===== src/rtl/dcache_responder.sv =====
// Direct-mapped, two-word-block, write-back data cache responder.
// Services datapath loads/stores, fills and evicts over a single memory port, and flushes dirty lines on halt.
//
// state  | meaning
// IDLE   | service hits; a miss starts a fill, halt starts a flush
// WB0    | write back word0 of the victim line
// WB1    | write back word1 of the victim line
// LD0    | read word0 of the missing block
// LD1    | read word1, then install the line as valid/clean
// FLUSH0 | write back word0 of the flush line if dirty
// FLUSH1 | write back word1 of the flush line, then clear dirty
// FNEXT  | advance the flush index or finish
// DONE   | flush complete; held until reset
module dcache_responder #(
    parameter int SETS = 16
) (
    input  logic        CLK,
    input  logic        RST,
    input  logic        dmemREN,
    input  logic        dmemWEN,
    input  logic [31:0] dmemaddr,
    input  logic [31:0] dmemstore,
    input  logic        halt,
    output logic        dhit,
    output logic [31:0] dmemload,
    output logic        flushed,
    output logic        dREN,
    output logic        dWEN,
    output logic [31:0] daddr,
    output logic [31:0] dstore,
    input  logic [31:0] dload,
    input  logic        dwait
);
    localparam int BLKWORDS = 2;
    localparam int OFF_W    = $clog2(BLKWORDS) + 2;
    localparam int IDX_W    = $clog2(SETS);
    localparam int TAG_W    = 32 - OFF_W - IDX_W;

    typedef enum logic [3:0] {
        IDLE, WB0, WB1, LD0, LD1, FLUSH0, FLUSH1, FNEXT, DONE
    } state_t;

    state_t state, next_state;

    logic [SETS-1:0]  valid, dirty;
    logic [TAG_W-1:0] tags  [SETS];
    logic [31:0]      word0 [SETS];
    logic [31:0]      word1 [SETS];
    logic [IDX_W-1:0] miss_idx, fidx;
    logic [TAG_W-1:0] miss_tag;

    logic [IDX_W-1:0] req_idx;
    logic [TAG_W-1:0] req_tag;
    logic             wsel, req, tag_hit, unused_bits;
    logic             wr_hit, capture, fill0, fill1, flush_clr, fidx_inc, fidx_clr;

    assign req_idx     = dmemaddr[OFF_W+IDX_W-1:OFF_W];
    assign req_tag     = dmemaddr[31:OFF_W+IDX_W];
    assign wsel        = dmemaddr[2];
    assign unused_bits = ^dmemaddr[1:0];
    assign req         = dmemREN | dmemWEN;
    assign tag_hit     = valid[req_idx] && (tags[req_idx] == req_tag);

    always_comb begin
        next_state = state;
        dhit       = 1'b0;
        dmemload   = '0;
        flushed    = 1'b0;
        dREN       = 1'b0;
        dWEN       = 1'b0;
        daddr      = '0;
        dstore     = '0;
        wr_hit     = 1'b0;
        capture    = 1'b0;
        fill0      = 1'b0;
        fill1      = 1'b0;
        flush_clr  = 1'b0;
        fidx_inc   = 1'b0;
        fidx_clr   = 1'b0;
        unique case (state)
            IDLE: begin
                if (req) begin
                    if (tag_hit) begin
                        dhit   = 1'b1;
                        wr_hit = dmemWEN;
                        if (dmemREN)
                            dmemload = wsel ? word1[req_idx] : word0[req_idx];
                    end else begin
                        capture    = 1'b1;
                        next_state = (valid[req_idx] && dirty[req_idx]) ? WB0 : LD0;
                    end
                end else if (halt) begin
                    fidx_clr   = 1'b1;
                    next_state = FLUSH0;
                end
            end
            WB0: begin
                dWEN   = 1'b1;
                daddr  = {tags[miss_idx], miss_idx, 1'b0, 2'b00};
                dstore = word0[miss_idx];
                if (!dwait) next_state = WB1;
            end
            WB1: begin
                dWEN   = 1'b1;
                daddr  = {tags[miss_idx], miss_idx, 1'b1, 2'b00};
                dstore = word1[miss_idx];
                if (!dwait) next_state = LD0;
            end
            LD0: begin
                dREN  = 1'b1;
                daddr = {miss_tag, miss_idx, 1'b0, 2'b00};
                if (!dwait) begin
                    fill0      = 1'b1;
                    next_state = LD1;
                end
            end
            LD1: begin
                dREN  = 1'b1;
                daddr = {miss_tag, miss_idx, 1'b1, 2'b00};
                if (!dwait) begin
                    fill1      = 1'b1;
                    next_state = IDLE;
                end
            end
            FLUSH0: begin
                if (valid[fidx] && dirty[fidx]) begin
                    dWEN   = 1'b1;
                    daddr  = {tags[fidx], fidx, 1'b0, 2'b00};
                    dstore = word0[fidx];
                    if (!dwait) next_state = FLUSH1;
                end else begin
                    next_state = FNEXT;
                end
            end
            FLUSH1: begin
                dWEN   = 1'b1;
                daddr  = {tags[fidx], fidx, 1'b1, 2'b00};
                dstore = word1[fidx];
                if (!dwait) begin
                    flush_clr  = 1'b1;
                    next_state = FNEXT;
                end
            end
            FNEXT: begin
                if (fidx == IDX_W'(SETS - 1)) begin
                    next_state = DONE;
                end else begin
                    fidx_inc   = 1'b1;
                    next_state = FLUSH0;
                end
            end
            DONE: flushed = 1'b1;
            default: next_state = IDLE;
        endcase
    end

    always_ff @(posedge CLK) begin
        if (RST) begin
            state <= IDLE;
            valid <= '0;
            dirty <= '0;
            fidx  <= '0;
        end else begin
            state <= next_state;
            if (wr_hit) dirty[req_idx] <= 1'b1;
            if (fill1) begin
                valid[miss_idx] <= 1'b1;
                dirty[miss_idx] <= 1'b0;
            end
            if (flush_clr) dirty[fidx] <= 1'b0;
            if (fidx_clr)      fidx <= '0;
            else if (fidx_inc) fidx <= fidx + 1'b1;
        end
    end

    // Payload storage carries no reset; valid bits qualify every use.
    always_ff @(posedge CLK) begin
        if (!RST) begin
            if (capture) begin
                miss_idx <= req_idx;
                miss_tag <= req_tag;
            end
            if (wr_hit) begin
                if (wsel) word1[req_idx] <= dmemstore;
                else      word0[req_idx] <= dmemstore;
            end
            if (fill0) word0[miss_idx] <= dload;
            if (fill1) begin
                word1[miss_idx] <= dload;
                tags[miss_idx]  <= miss_tag;
            end
        end
    end
endmodule


===== config.mk =====
export PLATFORM = sky130hd
export DESIGN_NAME = dcache_responder
export DESIGN_NICKNAME = d
export VERILOG_FILES = /design/src/rtl/dcache_responder.sv
export SDC_FILE = /design/constraint.sdc
export NUM_CORES = 2
export LEC_CHECK = 0
export CAP_MARGIN = 25
export CORE_MARGIN = 1.5
export CORE_UTILIZATION = 59
export CTS_BUF_LIST = sky130_fd_sc_hd__clkbuf_2 sky130_fd_sc_hd__clkbuf_4 sky130_fd_sc_hd__clkbuf_8
export DETAILED_ROUTE_END_ITERATION = 10
export PLACE_DENSITY_LB_ADDON = 0.05
export SLEW_MARGIN = 20
export SYNTH_ARGS = -nofsm -noshare
export SYNTH_HDL_FRONTEND = slang
export SYNTH_SLANG_ARGS = --single-unit

===== constraint.sdc =====
create_clock -name CLK -period 6.8 [get_ports CLK]
set_input_delay 1.36 -clock CLK [delete_from_list [all_inputs] [get_ports CLK]]
set_output_delay 1.36 -clock CLK [all_outputs]
set_load 0.01 [all_outputs]

# [Yosys cells after proc, flatten, opt, wreduce, memory -nomap -nowiden]
# Memories as Yosys holds them, arrays and structs flattened. A register that Yosys moved wholly into a read port is not among the register bits.
# Index checks and enable logic that the tools add are counted.
[word_totals] reg_bits=69 latchBits=0 ramBits=1424 rom_bits=0 mem_count=3
[classes] addsub=1 n_mul=0 div_mod_pow=0 magnitude_cmp=6 eq_ne=18 shift=0 muxes=92 bitwise_logic=9 reduce_logical=14
[memory_table] name="word0" depth=16 width=32 read_ports=3 rd_clocked_by_memory_dff=2 write_ports=1 line_no="47" text="logic [31:0] word0 [SETS];"
[memory_table] name="word1" depth=16 width=32 read_ports=3 rd_clocked_by_memory_dff=2 write_ports=1 line_no="48" text="logic [31:0] word1 [SETS];"
[memory_table] name="tags" depth=16 width=25 read_ports=3 rd_clocked_by_memory_dff=2 write_ports=1 line_no="46" text="logic [TAG_W-1:0] tags [SETS];"
[op_table] cell="$mux W32" count=9
[op_table] cell="$pmux W32 S6" count=1
[op_table] cell="$pmux W32 S4" count=1
[op_table] cell="$mux W4" count=22
[op_table] cell="$mux W16" count=5
[op_table] cell="$reduce_or A32 Y1" count=2
[op_table] cell="$mux W1" count=44
[op_table] cell="$pmux W4 S9" count=1
[op_table] cell="$and A16 B16 Y16" count=2
[op_table] cell="$not A16 Y16" count=2
[op_table] cell="$or A16 B16 Y16" count=2
[op_table] cell="$eq A25 B25 Y1" count=1
[op_table] cell="$bmux W1 S4" count=4
[op_table] cell="$eq A4 B3 Y1 const B" count=4
[op_table] cell="$lt A4 B5 Y1 const B" count=3
[op_table] cell="$demux W1 S4" count=3
[op_table] cell="$ge A4 B1 Y1 const B" count=3
[op_table] cell="$ne A2 B2 Y1 const B" count=5
[op_table] cell="$ne A3 B3 Y1 const B" count=3
[op_table] cell="$reduce_and A9 Y1" count=1
[op_table] cell="$eq A4 B2 Y1 const B" count=2
[op_table] cell="$eq A4 B4 Y1 const B" count=2
[op_table] cell="$logic_and A1 B1 Y1" count=6
[op_table] cell="$add A4 B1 Y4 const B" count=1
[op_table] cell="9 further kinds" count=11

# [Depth between registers and ports, before layout]
[logic_depth] ltp_word=13 ltp_mapped=18 depth_no_buf=9

# [Worst setup path before layout]
# OpenSTA, ideal clock, no wires.
[synth_timing] path_type="input to register" from="input dmemaddr[3]" to="memory word0[13][0] (enable)" t_arrival_ns=6.647 required_time_ns=6.328 slack_ns=-0.319 cell_stages=14 path_cell_list="buf_6 buf_12 buf_6 buf_2 mux2i_1 nand2_1 a31o_2 a221o_1 a22oi_1 nand4_1 or2_1 buf_6 or4_4 o32ai_1"
[synth_via] elab_chain_cells=10 elab_cells_between_ends=13 classes_between="eq/ne (1); mux (10); reduce/logical (1); memory (1)"
[synth_lines] element="start, declared" line_no="21" text="input logic [31:0] dmemaddr,"
[synth_lines] element="$mem_v2 Z16 W25 / $bmux W1 S4 (equally long branches)"
[synth_lines] element="$eq A25 B25 Y1 / $mux W1 (equally long branches)" line_no="62" text="assign tag_hit = valid[req_idx] && (tags[req_idx] == req_tag);"
[synth_lines] element="$logic_and A1 B1 Y1" line_no="62"
[synth_lines] element="$mux W1" line_no="83" text="if (tag_hit) begin"
[synth_lines] element="$mux W1" line_no="82" text="if (req) begin"
[synth_lines] element="$mux W1" line_no="80" text="unique case (state)"
[synth_lines] element="$mux W1" line_no="183" text="if (wr_hit) begin"
[synth_lines] element="$mux W1" line_no="178" text="if (!RST) begin"
[synth_lines] element="$mux W1 (not written as such)" line_no="185" text="else word0[req_idx] <= dmemstore;"
[synth_lines] element="$mux W1 (no line)"
[synth_lines] element="end, declared" line_no="47"
# Parallel ways exist; a longest one is shown, timed or not. The select of a mux whose other input is x is not followed.

# [Worst setup path after layout]
[layout_timing] from="input dmemaddr[3]" to="output dmemload[17]"
[layout_via] elab_chain_cells=6 elab_cells_between_ends=12 classes_between="eq/ne (1); mux (7); reduce/logical (1); memory (3)"
[layout_lines] element="$mem_v2 Z16 W25, or another cell as far along"
[layout_lines] element="$eq A25 B25 Y1, or another cell as far along" line_no="62"
[layout_lines] element="$logic_and A1 B1 Y1 / $mux W32 (equally long branches)" line_no="62, 86"
[layout_lines] element="$mux W32 *" line_no="83"
[layout_lines] element="$mux W32 *" line_no="82"
[layout_lines] element="$mux W32 *" line_no="80"
[layout_lines] element="end, declared" line_no="25" text="output logic [31:0] dmemload,"
# Mark *: on every way between the ends. The rest lies on a longest branch, timed or not. The select of a mux whose other input is x is not followed.

==> impl_metrics.json <==
{
  "status": "finished clean",
  "timing_worst_slew_pin_value_ns": 1.14,
  "via_count_of_the_first_global_routing_pass": 51000,
  "clock_path_buffers": 3,
  "dpl.hpwl_um": 156000,
  "grtUsageTotal_pct": 37.2,
  "final_antenna_net_count": 0,
  "ys_ff_latch": 1501,
  "final_critical_path_setup_slack_ns": 0.128,
  "vias": 50100,
  "powerDensity_nw_per_um2": 271,
  "detailed_router_iteration_count_before_antenna_repair": 5,
  "worst_slew_margin_rel_pct": 24.0,
  "initial_core_util_pct": 59.5,
  "skew_ns": 0.0577,
  "layout-area-overhead-vs-synth_pct": 13.1,
  "die_h_um": 375,
  "globalplace.congestion": 0.883,
  "critPathArrivalTime_ns": 5.31,
  "final-setup-viol-count": 0,
  "finalHoldViolCount": 0,
  "fraction_of_final_layout_cells_sized_beyond_drive_strength_1_pct": 43.5,
  "synth_warnings": 0,
  "fp.dieArea_um2": 141000,
  "grt_pass1_wl_um": 367000,
  "cts_tree": "yes",
  "portBuffers": 197,
  "worst_case_vdd_ir_drop_uv": 298,
  "crit_fanout": 15,
  "totalWireLength_um": 257000,
  "timing.final.max_slew_violations": 0,
  "detailed_place.area_um2": 87500,
  "ff2ff_setup_slack_ns": 2.22,
  "floorplan.core_area_um2": 137000,
  "remaining_drc_errors": 0,
  "netlist_top_cells_area": "sky130_fd_sc_hd__edfxtp_1 (53%), sky130_fd_sc_hd__mux4_2 (35%), sky130_fd_sc_hd__mux2i_1 (1.2%)",
  "place.detailed.instances": 6067,
  "setup_tns_ns": 0,
  "cts_made_buffers": 239,
  "clkLatencyLatePin_ns": 0.99,
  "floorplan.rows": 136,
  "nets": 4630,
  "grt_setup_unrepaired": "false",
  "finalCritPeriodShare_pct": 98.1,
  "instances_no_fill": 6521,
  "yosysTopAreaCell": "sky130_fd_sc_hd__edfxtp_1",
  "synthesis.instances": 4228,
  "synth_cell_types": 70,
  "kind_of_launch_point_of_the_worst_setup_path": "input port",
  "dieWidth_um": 375,
  "synth.top_cell.area_share_pct": 53.4,
  "antenna_found_initial": 5,
  "pre_cts_ws_ns": -0.209,
  "path_class": "in2out",
  "pin_count": 202,
  "max_capacitance_violation_total": 0,
  "final_cell_mix": "sky130_fd_sc_hd__edfxtp_1 (1453), sky130_fd_sc_hd__mux4_2 (1272), sky130_fd_sc_hd__clkbuf_8 (246), sky130_fd_sc_hd__nand2_1 (242), sky130_fd_sc_hd__buf_4 (172)",
  "holdBufCountCts": 0,
  "synth_async_sr_flop_share_pct": 0,
  "ys_dominant_reg_cell": "sky130_fd_sc_hd__edfxtp_1",
  "post_drt_wl_per_cell_um": 39.4,
  "cts_root_buffer": "sky130_fd_sc_hd__clkbuf_8",
  "htree_num_levels": 4,
  "layout.cells.most_common": "sky130_fd_sc_hd__edfxtp_1",
  "synth.avg_cell_area_um2": 19.3,
  "timing.critical_path.to_type": "output port",
  "synthesis.area_um2": 81700,
  "post_route_hold_slack_ns": 0.487,
  "global_route.overflow_total": 0,
  "cts_sinks": 1501,
  "crit_required_ns": 5.44,
  "postLayoutCellArea_um2": 92500,
  "finalCriticalPeriod_ns": 6.67,
  "cts.clk_slew.worst_paths_ns": 0.06,
  "seq_area_frac_synth_pct": 54.6,
  "max_clock_freq_mhz": 150,
  "grt_start_max_net_pins": 102,
  "hold_path.class": "reg2reg",
  "avgViaCountPerCell": 7.68,
  "drt-initial-drc-count": 6692,
  "cellLeakagePower_nw": 28.8,
  "synth_edf_count": 1453
}
power by group:
part / total [mW] / switching (mW) / internal (mW)
clock: 7.76 / 3.68 / 4.08
combinational: 6.51 / 3.46 / 3.05
sequential: 10.8 / 0.328 / 10.4
final cells by class:
type / count / area (um^2)
fillers: 8969 / 45000
flip-flops and latches: 1501 / 44600
well taps: 1794 / 2240
diodes: 1 / 2.50
clock buffers: 311 / 3870
inverters: 58 / 218
repair buffers: 444 / 4830
multi-input cells: 2280 / 35800
clock inverters: 132 / 865
worst paths after layout:
check | startpoint | to | cells after the start
worst max-delay path | dmemaddr[3] | dmemload[17] | 13
worst min-delay path | dirty[7] | dirty[7] | 2
worst max register to register | tags[5][12] | word0[7][3] | 11
worst min register to register | dirty[7] | dirty[7] | 2
timing repair:
item | 4_1_cts | 5_1_grt
pin swaps | 1 | 1
endpoints found under the setup margin | 28 | 20
resized for setup | 16 | 34
setup buffers | 4 | 6
gates cloned | 0 | 0
synth_stat cells, drive strengths merged (48+ instances only):
cell and count:
edfxtp 1453, mux4 1275, clkbuf 254, nand2 243, buf 136, mux2i 101
a21oi 82, nor2 73, o21ai 58, inv 57, a22o 49, dfxtp 48
per-layer routing:
layer / vias to the layer above / global-route usage [%] / wire (um)
met1: 26400 / 48.0 / 86300
met2: 3620 / 57.8 / 123000
li1: 19300 / - / -
met3: 709 / 9.58 / 30600
met4: 4 / 22.1 / 17300
met5: - / 0 / 20
metrics by stage:
step	util [%]	power [mW]
floorplan	-	14.7
detailed placement	63.6	17.4
global route	67.3	25.7
CTS	67.1	25.1
global placement	63.6	17.4
finish	67.3	25.0
kinds of logic after synthesis:
logic type               Yosys count  share of synthesized area [%]
XOR/XNOR                          23                          0.246
flip-flops                      1501                           54.6
adder cells (fa/ha/maj)            4                         0.0612
buffers and inverters            448                           2.27
AO/OA/AOI/OAI                    375                           3.35
AND/OR/NAND/NOR                  454                           2.50
other                              1                        0.00459
multiplexers                    1422                           37.0
critical path, cell delays in order:
cell and delay (ns):
sky130_fd_sc_hd__buf_12 0.14, sky130_fd_sc_hd__buf_12 0.16, sky130_fd_sc_hd__mux4_1 0.57, sky130_fd_sc_hd__mux4_2 0.51
sky130_fd_sc_hd__xnor2_2 0.15, sky130_fd_sc_hd__nand4_1 0.12, sky130_fd_sc_hd__or4_4 0.47, sky130_fd_sc_hd__or2_1 0.26
sky130_fd_sc_hd__or4_4 0.56, sky130_fd_sc_hd__buf_16 0.19, sky130_fd_sc_hd__buf_4 0.17, sky130_fd_sc_hd__a21oi_4 0.26
sky130_fd_sc_hd__dlygate4sd2_1 0.31
registers in the layout, indices dropped and copies added (netlist names), named ones only:
name      cells
dirty        16
fidx          4
miss_idx      4
miss_tag     25
state         4
tags        400
valid        16
word0       512
word1       512
(Power assumes the default switching activity.)
